<file path="src/rtl/logic_axi4_stream_merge_if.sv">
// Bus bundle for the packet-aware 2:1 AXI4-Stream merger.
// Carries both rx lanes and the single tx lane.
// The "slave" modport is the merger's view. The "master" modport is the
// view of the environment that feeds rx and drains tx.
interface logic_axi4_stream_merge_if #(
  parameter int TDATA_BYTES = 4,
  parameter int TDEST_WIDTH = 1,
  parameter int TUSER_WIDTH = 1,
  parameter int TID_WIDTH   = 1
);
  logic [1:0]                        rx_tvalid;
  logic [1:0]                        rx_tlast;
  logic [1:0][TDATA_BYTES-1:0][7:0]  rx_tdata;
  logic [1:0][TDATA_BYTES-1:0]       rx_tstrb;
  logic [1:0][TDATA_BYTES-1:0]       rx_tkeep;
  logic [1:0][TDEST_WIDTH-1:0]       rx_tdest;
  logic [1:0][TUSER_WIDTH-1:0]       rx_tuser;
  logic [1:0][TID_WIDTH-1:0]         rx_tid;
  logic [1:0]                        rx_tready;

  logic                              tx_tvalid;
  logic                              tx_tlast;
  logic [TDATA_BYTES-1:0][7:0]       tx_tdata;
  logic [TDATA_BYTES-1:0]            tx_tstrb;
  logic [TDATA_BYTES-1:0]            tx_tkeep;
  logic [TDEST_WIDTH-1:0]            tx_tdest;
  logic [TUSER_WIDTH-1:0]            tx_tuser;
  logic [TID_WIDTH-1:0]              tx_tid;
  logic                              tx_tready;

  modport slave (
    input  rx_tvalid, rx_tlast, rx_tdata, rx_tstrb, rx_tkeep,
    input  rx_tdest, rx_tuser, rx_tid,
    output rx_tready,
    output tx_tvalid, tx_tlast, tx_tdata, tx_tstrb, tx_tkeep,
    output tx_tdest, tx_tuser, tx_tid,
    input  tx_tready
  );

  modport master (
    output rx_tvalid, rx_tlast, rx_tdata, rx_tstrb, rx_tkeep,
    output rx_tdest, rx_tuser, rx_tid,
    input  rx_tready,
    input  tx_tvalid, tx_tlast, tx_tdata, tx_tstrb, tx_tkeep,
    input  tx_tdest, tx_tuser, tx_tid,
    output tx_tready
  );
endinterface

</file>
<file path="src/rtl/logic_axi4_stream_merge.sv">
// Packet-aware 2:1 AXI4-Stream merger.
// Whole packets are forwarded from one of two rx lanes to a single tx lane.
// Beats from different packets are never interleaved. The tx side is fully
// registered through an output register plus one skid register, so rx_tready
// never depends combinationally on tx_tready.
// Optional macro LOGIC_AXI4_STREAM_MERGE_ROUND_ROBIN_EN selects alternating
// arbitration. Without it, input 0 has fixed priority.
module logic_axi4_stream_merge #(
  parameter int TDATA_BYTES = 4,
  parameter int TDEST_WIDTH = 1,
  parameter int TUSER_WIDTH = 1,
  parameter int TID_WIDTH   = 1,
  parameter int USE_TLAST   = 1,
  parameter int USE_TKEEP   = 1,
  parameter int USE_TSTRB   = 1
) (
  input  logic aclk,
  input  logic areset_n,
  logic_axi4_stream_merge_if.slave bus
);

  typedef enum logic {IDLE, LOCKED} state_t;

  typedef struct packed {
    logic                        last;
    logic [TDATA_BYTES-1:0][7:0] data;
    logic [TDATA_BYTES-1:0]      strb;
    logic [TDATA_BYTES-1:0]      keep;
    logic [TDEST_WIDTH-1:0]      dest;
    logic [TUSER_WIDTH-1:0]      user;
    logic [TID_WIDTH-1:0]        id;
  } beat_t;

  state_t state, state_nxt;
  logic   owner;
  logic   run;
  logic   sel;
  logic   grant;
  logic   accept;
  beat_t  in_beat;

  logic   vld_p1;
  beat_t  out_p1;
  logic   skid_full;
  beat_t  skid_p1;

`ifdef LOGIC_AXI4_STREAM_MERGE_ROUND_ROBIN_EN
  logic   last;
`endif

  // Hold rx_tready low until the first clock edge after reset is released.
  always_ff @(posedge aclk or negedge areset_n) begin
    if (!areset_n) run <= 1'b0;
    else           run <= 1'b1;
  end

  // Arbitration: the locked owner keeps the grant; in IDLE pick among valid inputs.
  always_comb begin
    sel   = 1'b0;
    grant = 1'b0;
    if (state == LOCKED) begin
      sel   = owner;
      grant = 1'b1;
    end else if (bus.rx_tvalid != 2'b00) begin
      grant = 1'b1;
`ifdef LOGIC_AXI4_STREAM_MERGE_ROUND_ROBIN_EN
      if (&bus.rx_tvalid) sel = ~last;
      else                sel = bus.rx_tvalid[1];
`else
      sel = ~bus.rx_tvalid[0];
`endif
    end
  end

  assign bus.rx_tready = (grant && !skid_full && run) ? (sel ? 2'b10 : 2'b01) : 2'b00;
  assign accept        = grant && !skid_full && run && bus.rx_tvalid[sel];

  // Build the beat from the granted lane, applying the disabled-field defaults.
  always_comb begin
    in_beat      = '0;
    in_beat.last = (USE_TLAST != 0) ? bus.rx_tlast[sel] : 1'b1;
    in_beat.data = bus.rx_tdata[sel];
    in_beat.strb = (USE_TSTRB != 0) ? bus.rx_tstrb[sel] : '1;
    in_beat.keep = (USE_TKEEP != 0) ? bus.rx_tkeep[sel] : '1;
    in_beat.dest = bus.rx_tdest[sel];
    in_beat.user = bus.rx_tuser[sel];
    in_beat.id   = bus.rx_tid[sel];
  end

  // FSM state register.
  always_ff @(posedge aclk or negedge areset_n) begin
    if (!areset_n) state <= IDLE;
    else           state <= state_nxt;
  end

  // FSM next state: lock on a non-final beat, unlock on the final beat.
  always_comb begin
    state_nxt = state;
    case (state)
      IDLE:    if (accept && !in_beat.last) state_nxt = LOCKED;
      LOCKED:  if (accept &&  in_beat.last) state_nxt = IDLE;
      default: state_nxt = IDLE;
    endcase
  end

  // Remember which input owns the packet in progress.
  always_ff @(posedge aclk or negedge areset_n) begin
    if (!areset_n)                                        owner <= 1'b0;
    else if (accept && state == IDLE && !in_beat.last)    owner <= sel;
  end

`ifdef LOGIC_AXI4_STREAM_MERGE_ROUND_ROBIN_EN
  // Track the input that completed the most recent packet; reset favours input 0.
  always_ff @(posedge aclk or negedge areset_n) begin
    if (!areset_n)                    last <= 1'b1;
    else if (accept && in_beat.last)  last <= sel;
  end
`endif

  // ---- output register and skid stage ----
  // Load the output register from skid or rx when it is free or draining;
  // otherwise park the accepted beat in skid.
  always_ff @(posedge aclk or negedge areset_n) begin
    if (!areset_n) begin
      vld_p1    <= 1'b0;
      out_p1    <= '0;
      skid_full <= 1'b0;
      skid_p1   <= '0;
    end else if (!vld_p1 || bus.tx_tready) begin
      if (skid_full) begin
        out_p1    <= skid_p1;
        vld_p1    <= 1'b1;
        skid_full <= 1'b0;
      end else if (accept) begin
        out_p1 <= in_beat;
        vld_p1 <= 1'b1;
      end else begin
        vld_p1 <= 1'b0;
      end
    end else if (accept) begin
      skid_p1   <= in_beat;
      skid_full <= 1'b1;
    end
  end

  assign bus.tx_tvalid = vld_p1;
  assign bus.tx_tlast  = out_p1.last;
  assign bus.tx_tdata  = out_p1.data;
  assign bus.tx_tstrb  = out_p1.strb;
  assign bus.tx_tkeep  = out_p1.keep;
  assign bus.tx_tdest  = out_p1.dest;
  assign bus.tx_tuser  = out_p1.user;
  assign bus.tx_tid    = out_p1.id;

endmodule
</file>
<file path="src/flat_wrapper.sv">
// flat-port wrapper written by rule: the top's interface ports become plain ports
module logic_axi4_stream_merge_flat 
#(
  parameter int TDATA_BYTES = 4,
  parameter int TDEST_WIDTH = 1,
  parameter int TUSER_WIDTH = 1,
  parameter int TID_WIDTH   = 1,
  parameter int USE_TLAST   = 1,
  parameter int USE_TKEEP   = 1,
  parameter int USE_TSTRB   = 1
)
  (aclk, areset_n, bus_rx_tvalid, bus_rx_tlast, bus_rx_tdata, bus_rx_tstrb, bus_rx_tkeep, bus_rx_tdest, bus_rx_tuser, bus_rx_tid, bus_rx_tready, bus_tx_tvalid, bus_tx_tlast, bus_tx_tdata, bus_tx_tstrb, bus_tx_tkeep, bus_tx_tdest, bus_tx_tuser, bus_tx_tid, bus_tx_tready);
  logic_axi4_stream_merge_if #(.TDATA_BYTES(TDATA_BYTES), .TDEST_WIDTH(TDEST_WIDTH), .TUSER_WIDTH(TUSER_WIDTH), .TID_WIDTH(TID_WIDTH)) bus_i ();
  input  logic aclk;
  input  logic areset_n;
  input wire logic [$bits(bus_i.rx_tvalid)-1:0] bus_rx_tvalid;
  input wire logic [$bits(bus_i.rx_tlast)-1:0] bus_rx_tlast;
  input wire logic [$bits(bus_i.rx_tdata)-1:0] bus_rx_tdata;
  input wire logic [$bits(bus_i.rx_tstrb)-1:0] bus_rx_tstrb;
  input wire logic [$bits(bus_i.rx_tkeep)-1:0] bus_rx_tkeep;
  input wire logic [$bits(bus_i.rx_tdest)-1:0] bus_rx_tdest;
  input wire logic [$bits(bus_i.rx_tuser)-1:0] bus_rx_tuser;
  input wire logic [$bits(bus_i.rx_tid)-1:0] bus_rx_tid;
  output wire logic [$bits(bus_i.rx_tready)-1:0] bus_rx_tready;
  output wire logic [$bits(bus_i.tx_tvalid)-1:0] bus_tx_tvalid;
  output wire logic [$bits(bus_i.tx_tlast)-1:0] bus_tx_tlast;
  output wire logic [$bits(bus_i.tx_tdata)-1:0] bus_tx_tdata;
  output wire logic [$bits(bus_i.tx_tstrb)-1:0] bus_tx_tstrb;
  output wire logic [$bits(bus_i.tx_tkeep)-1:0] bus_tx_tkeep;
  output wire logic [$bits(bus_i.tx_tdest)-1:0] bus_tx_tdest;
  output wire logic [$bits(bus_i.tx_tuser)-1:0] bus_tx_tuser;
  output wire logic [$bits(bus_i.tx_tid)-1:0] bus_tx_tid;
  input wire logic [$bits(bus_i.tx_tready)-1:0] bus_tx_tready;
  assign bus_i.rx_tvalid = bus_rx_tvalid;
  assign bus_i.rx_tlast = bus_rx_tlast;
  assign bus_i.rx_tdata = bus_rx_tdata;
  assign bus_i.rx_tstrb = bus_rx_tstrb;
  assign bus_i.rx_tkeep = bus_rx_tkeep;
  assign bus_i.rx_tdest = bus_rx_tdest;
  assign bus_i.rx_tuser = bus_rx_tuser;
  assign bus_i.rx_tid = bus_rx_tid;
  assign bus_rx_tready = bus_i.rx_tready;
  assign bus_tx_tvalid = bus_i.tx_tvalid;
  assign bus_tx_tlast = bus_i.tx_tlast;
  assign bus_tx_tdata = bus_i.tx_tdata;
  assign bus_tx_tstrb = bus_i.tx_tstrb;
  assign bus_tx_tkeep = bus_i.tx_tkeep;
  assign bus_tx_tdest = bus_i.tx_tdest;
  assign bus_tx_tuser = bus_i.tx_tuser;
  assign bus_tx_tid = bus_i.tx_tid;
  assign bus_i.tx_tready = bus_tx_tready;
  logic_axi4_stream_merge #(.TDATA_BYTES(TDATA_BYTES), .TDEST_WIDTH(TDEST_WIDTH), .TUSER_WIDTH(TUSER_WIDTH), .TID_WIDTH(TID_WIDTH), .USE_TLAST(USE_TLAST), .USE_TKEEP(USE_TKEEP), .USE_TSTRB(USE_TSTRB)) u_core (.aclk(aclk), .areset_n(areset_n), .bus(bus_i));
endmodule
</file>
<file path="config.mk">
export PLATFORM = sky130hd
export DESIGN_NAME = logic_axi4_stream_merge_flat
export DESIGN_NICKNAME = d
export VERILOG_FILES = /design/src/rtl/logic_axi4_stream_merge_if.sv /design/src/rtl/logic_axi4_stream_merge.sv /design/src/flat_wrapper.sv
export SDC_FILE = /design/constraint.sdc
export NUM_CORES = 1
export LEC_CHECK = 0
export CAP_MARGIN = 20
export CORE_UTILIZATION = 55
export CTS_BUF_LIST = sky130_fd_sc_hd__clkbuf_4 sky130_fd_sc_hd__clkbuf_8
export CTS_CLUSTER_DIAMETER = 120
export CTS_CLUSTER_SIZE = 16
export DETAILED_ROUTE_END_ITERATION = 16
export DONT_BUFFER_PORTS = 1
export PLACE_DENSITY = 0.68
export SLEW_MARGIN = 20
export SYNTH_ARGS = -nofsm -noshare
export SYNTH_HDL_FRONTEND = slang
export SYNTH_SLANG_ARGS = --single-unit
</file>
<file path="constraint.sdc">
create_clock -name aclk -period 2.4 [get_ports aclk]
set_input_delay 0.24 -clock aclk [delete_from_list [all_inputs] [get_ports aclk]]
set_output_delay 0.24 -clock aclk [all_outputs]
set_load 0.02 [all_outputs]
</file>
==> reports/qor.yml <==
yosys.cell_count.top_type: "sky130_fd_sc_hd__dfrtp_1"
critPathMaxFanout: 46
r2r.worst_path.cells: 4
count_of_hold_buffers_inserted_by_post_cts_repair: 1
yosys.area.top_type: "sky130_fd_sc_hd__dfrtp_1"
cts_made_buffers: 9
holdCritPathClass: "primary input to asynchronous set/reset pin"
run_status: "finished with violations"
worstSetupEndpointType: "flip-flop"
post_cts.resized_instances: 0
final_net_count: 544
power.density_cell_area_mw_per_mm2: 1390
synthesis_stage_register_bit_count: 93
antenna_found_initial: 0
detail_route.wl_per_cell_um: 19.2
synth_enable_flop_cells: 0
vias_per_cell: 6.30
worst_path_cell_trace: "or3b_4 -> o211ai_4 -> buf_4 -> mux2_2"
numPortBuffers: 0
route.antenna.remaining_nets: 0
synth_top_flop_cell: "sky130_fd_sc_hd__dfrtp_1"
cts_sinks: 93
max_clock_freq_mhz: 455
drc: 0
tot_gr_track_use: 0.239
number_of_core_rows: 34
dr_total_vias: 3553
mappedNetlistArea_mm2: 0.00495
synthToLayoutAreaGrowth_pct: 5.64
grt_max_degree: 94
max-slew-margin-rel: 0.287
average_cell_area_after_synthesis_um2: 10.6
synth-async-reset-ratio: 1.00
p_leak_uw: 0.00225
clock_latency_on_the_worst_skew_pair_ns: 0.36
critPathLaunchType: "flip-flop"
worstPathBufferInverterCount: 1
fillerInstances: 732
synthDominantCellAreaShare: 0.470
netlist_top_cells_area: "sky130_fd_sc_hd__dfrtp_1 47%, sky130_fd_sc_hd__a221oi_2 12%, sky130_fd_sc_hd__mux2i_1 8.9%"
hold_violations: 93
grt_first_pass_wirelength_um: 18000
drt_pass_1_iters: 4
power.total_uw: 7250
critical_path_required_ns: 2.66
chipHeight_um: 96.9
finalClockSkew_ns: 0.00980
dpl.hpwl_um: 6600
clk_root_buffer_cell: "sky130_fd_sc_hd__clkbuf_8"
grt_overflow: 0
post_synthesis_sequential_area_ratio: 0.470
gpl.final_weighted_congestion: 0.713
clock_path_buffers: 2
antenna_cells: 0
multi_input_area_mm2: 0.00238
drive_above_1_share: 0.171
max_ir_drop_vdd_uv: 555
cts-htree-levels: 3
r2r_slack_ns: 0.20
setup_total_negative_slack_ns: 0
arrival_ns: 2.46
worst_margin_pin_slew_ns: 1.07
violated_checks: "negative hold slack"
critPathKind: "flip-flop to flip-flop"
hold_slack_ns: -0.440
yosys.cell_types.count: 28
finalSetupViolCount: 0
post_synth_inst_count: 468
synthTopCellsByCount: "93 x sky130_fd_sc_hd__dfrtp_1, 86 x sky130_fd_sc_hd__o21ai_0, 48 x sky130_fd_sc_hd__nor2_1"
io_pins: 140
max_cap_violations: 0
clock_tree_from_tritoncts: "done"
post-route-period-util: 0.916
crit_path_top_delay_cell: "sky130_fd_sc_hd__buf_4"
core_mm2: 0.00872
die_area_mm2: 0.00938
final_period_minus_worst_setup_slack_ns: 2.20
critPathTopFamily: "buffers and inverters"
synthesis.yosys.warnings: 0
regArea_mm2: 0.00233
wirelength_um: 10800
number_of_max_slew_violations_in_the_final_report: 0
fp.dieW_um: 96.9
reg_clk_slew_reported_paths_ns: 0.09
floorplan.initialDensity: 0.567
grt_pass1_vias: 3535
initialDrtViolationCount: 218
mappedNetlistNets: 561
grt_setup_unrepaired: "no"
crit_path_max_incr_delay_ns: 0.67
-- worst max-delay path by stage --
stage,start,to,slack [ns],depth (start not counted)
3_3_place_gp,flip-flop,u_core.bus.tx_tstrb[0],0.17,6
4_1_cts,flip-flop,u_core.bus.tx_tstrb[0],0.14,6
2_1_floorplan,u_core.bus.tx_tvalid,u_core.skid_p1[10],0.86,6
5_1_grt,flip-flop,flip-flop,0.09,4
6_report,flip-flop,flip-flop,0.20,4
3_5_place_dp,flip-flop,u_core.bus.tx_tstrb[0],0.17,6
-- cell families after synthesis --
kind of cell           synth area share
AO/OA/AOI/OAI                     0.229
buffers and inverters            0.0564
flip-flops                        0.470
multiplexers                     0.0913
other                          0.000758
AND/OR/NAND/NOR                   0.152
-- through the flow --
step	utilization	area [µm²]	instances	setup WS, ns
after floorplan	-	4950	468	0.861
after global placement	0.569	4960	546	0.175
after detailed placement	0.569	4960	546	0.167
after CTS	0.599	5220	563	0.140
after global routing	0.599	5230	564	0.0854
final	0.599	5230	564	0.201
-- registers in the layout (all words and copies together), names as in the netlist, named ones only --
signal,count
u_core.bus.tx_tuser,1
u_core.skid_full,1
u_core.bus.tx_tdest,1
u_core.owner,1
u_core.bus.tx_tvalid,1
u_core.bus.tx_tkeep,4
u_core.bus.tx_tstrb,4
u_core.bus.tx_tdata,32
u_core.bus.tx_tlast,1
u_core.run,1
u_core.skid_p1,44
u_core.bus.tx_tid,1
-- cell type report --
type | instances | area share
tap | 108 | 0.0258
multi-input combinational | 333 | 0.455
sequential | 93 | 0.445
clock inverter | 5 | 0.0206
timing repair buffer | 14 | 0.0254
clock buffer | 11 | 0.0278
-- metal layers --
layer / GRT usage / share of wire
met3: 0.0564 / 0.065
met5: 0 / 0
met2: 0.383 / 0.48
met4: 0.0896 / 0.018
met1: 0.315 / 0.44
-- power by group --
group / internal [µW] / switching, µW
registers: 2320 / 1050
clock network: 736 / 564
logic: 1150 / 1430
-- placed cells by master (no fill, tap or decap), drive strengths merged, types with 2 or more instances in the layout --
cell / netlist / layout
dfrtp: 93 / 93
bufinv: 0 / 3
nand3b: 44 / 44
clkinv: 0 / 2
mux2i: 44 / 44
o21ai: 88 / 88
nand2b: 2 / 2
a221oi: 44 / 44
nor2: 49 / 50
clkbuf: 22 / 11
buf: 21 / 13
nor2b: 3 / 3
nand2: 47 / 47
-- timing repair --
action / CTS / global route
hold endpoints to repair: 94 / 93
buffers inserted: 0 / 0
endpoints found under the setup margin: 0 / 11
Note: power is estimated with default switching activity, not from simulation.
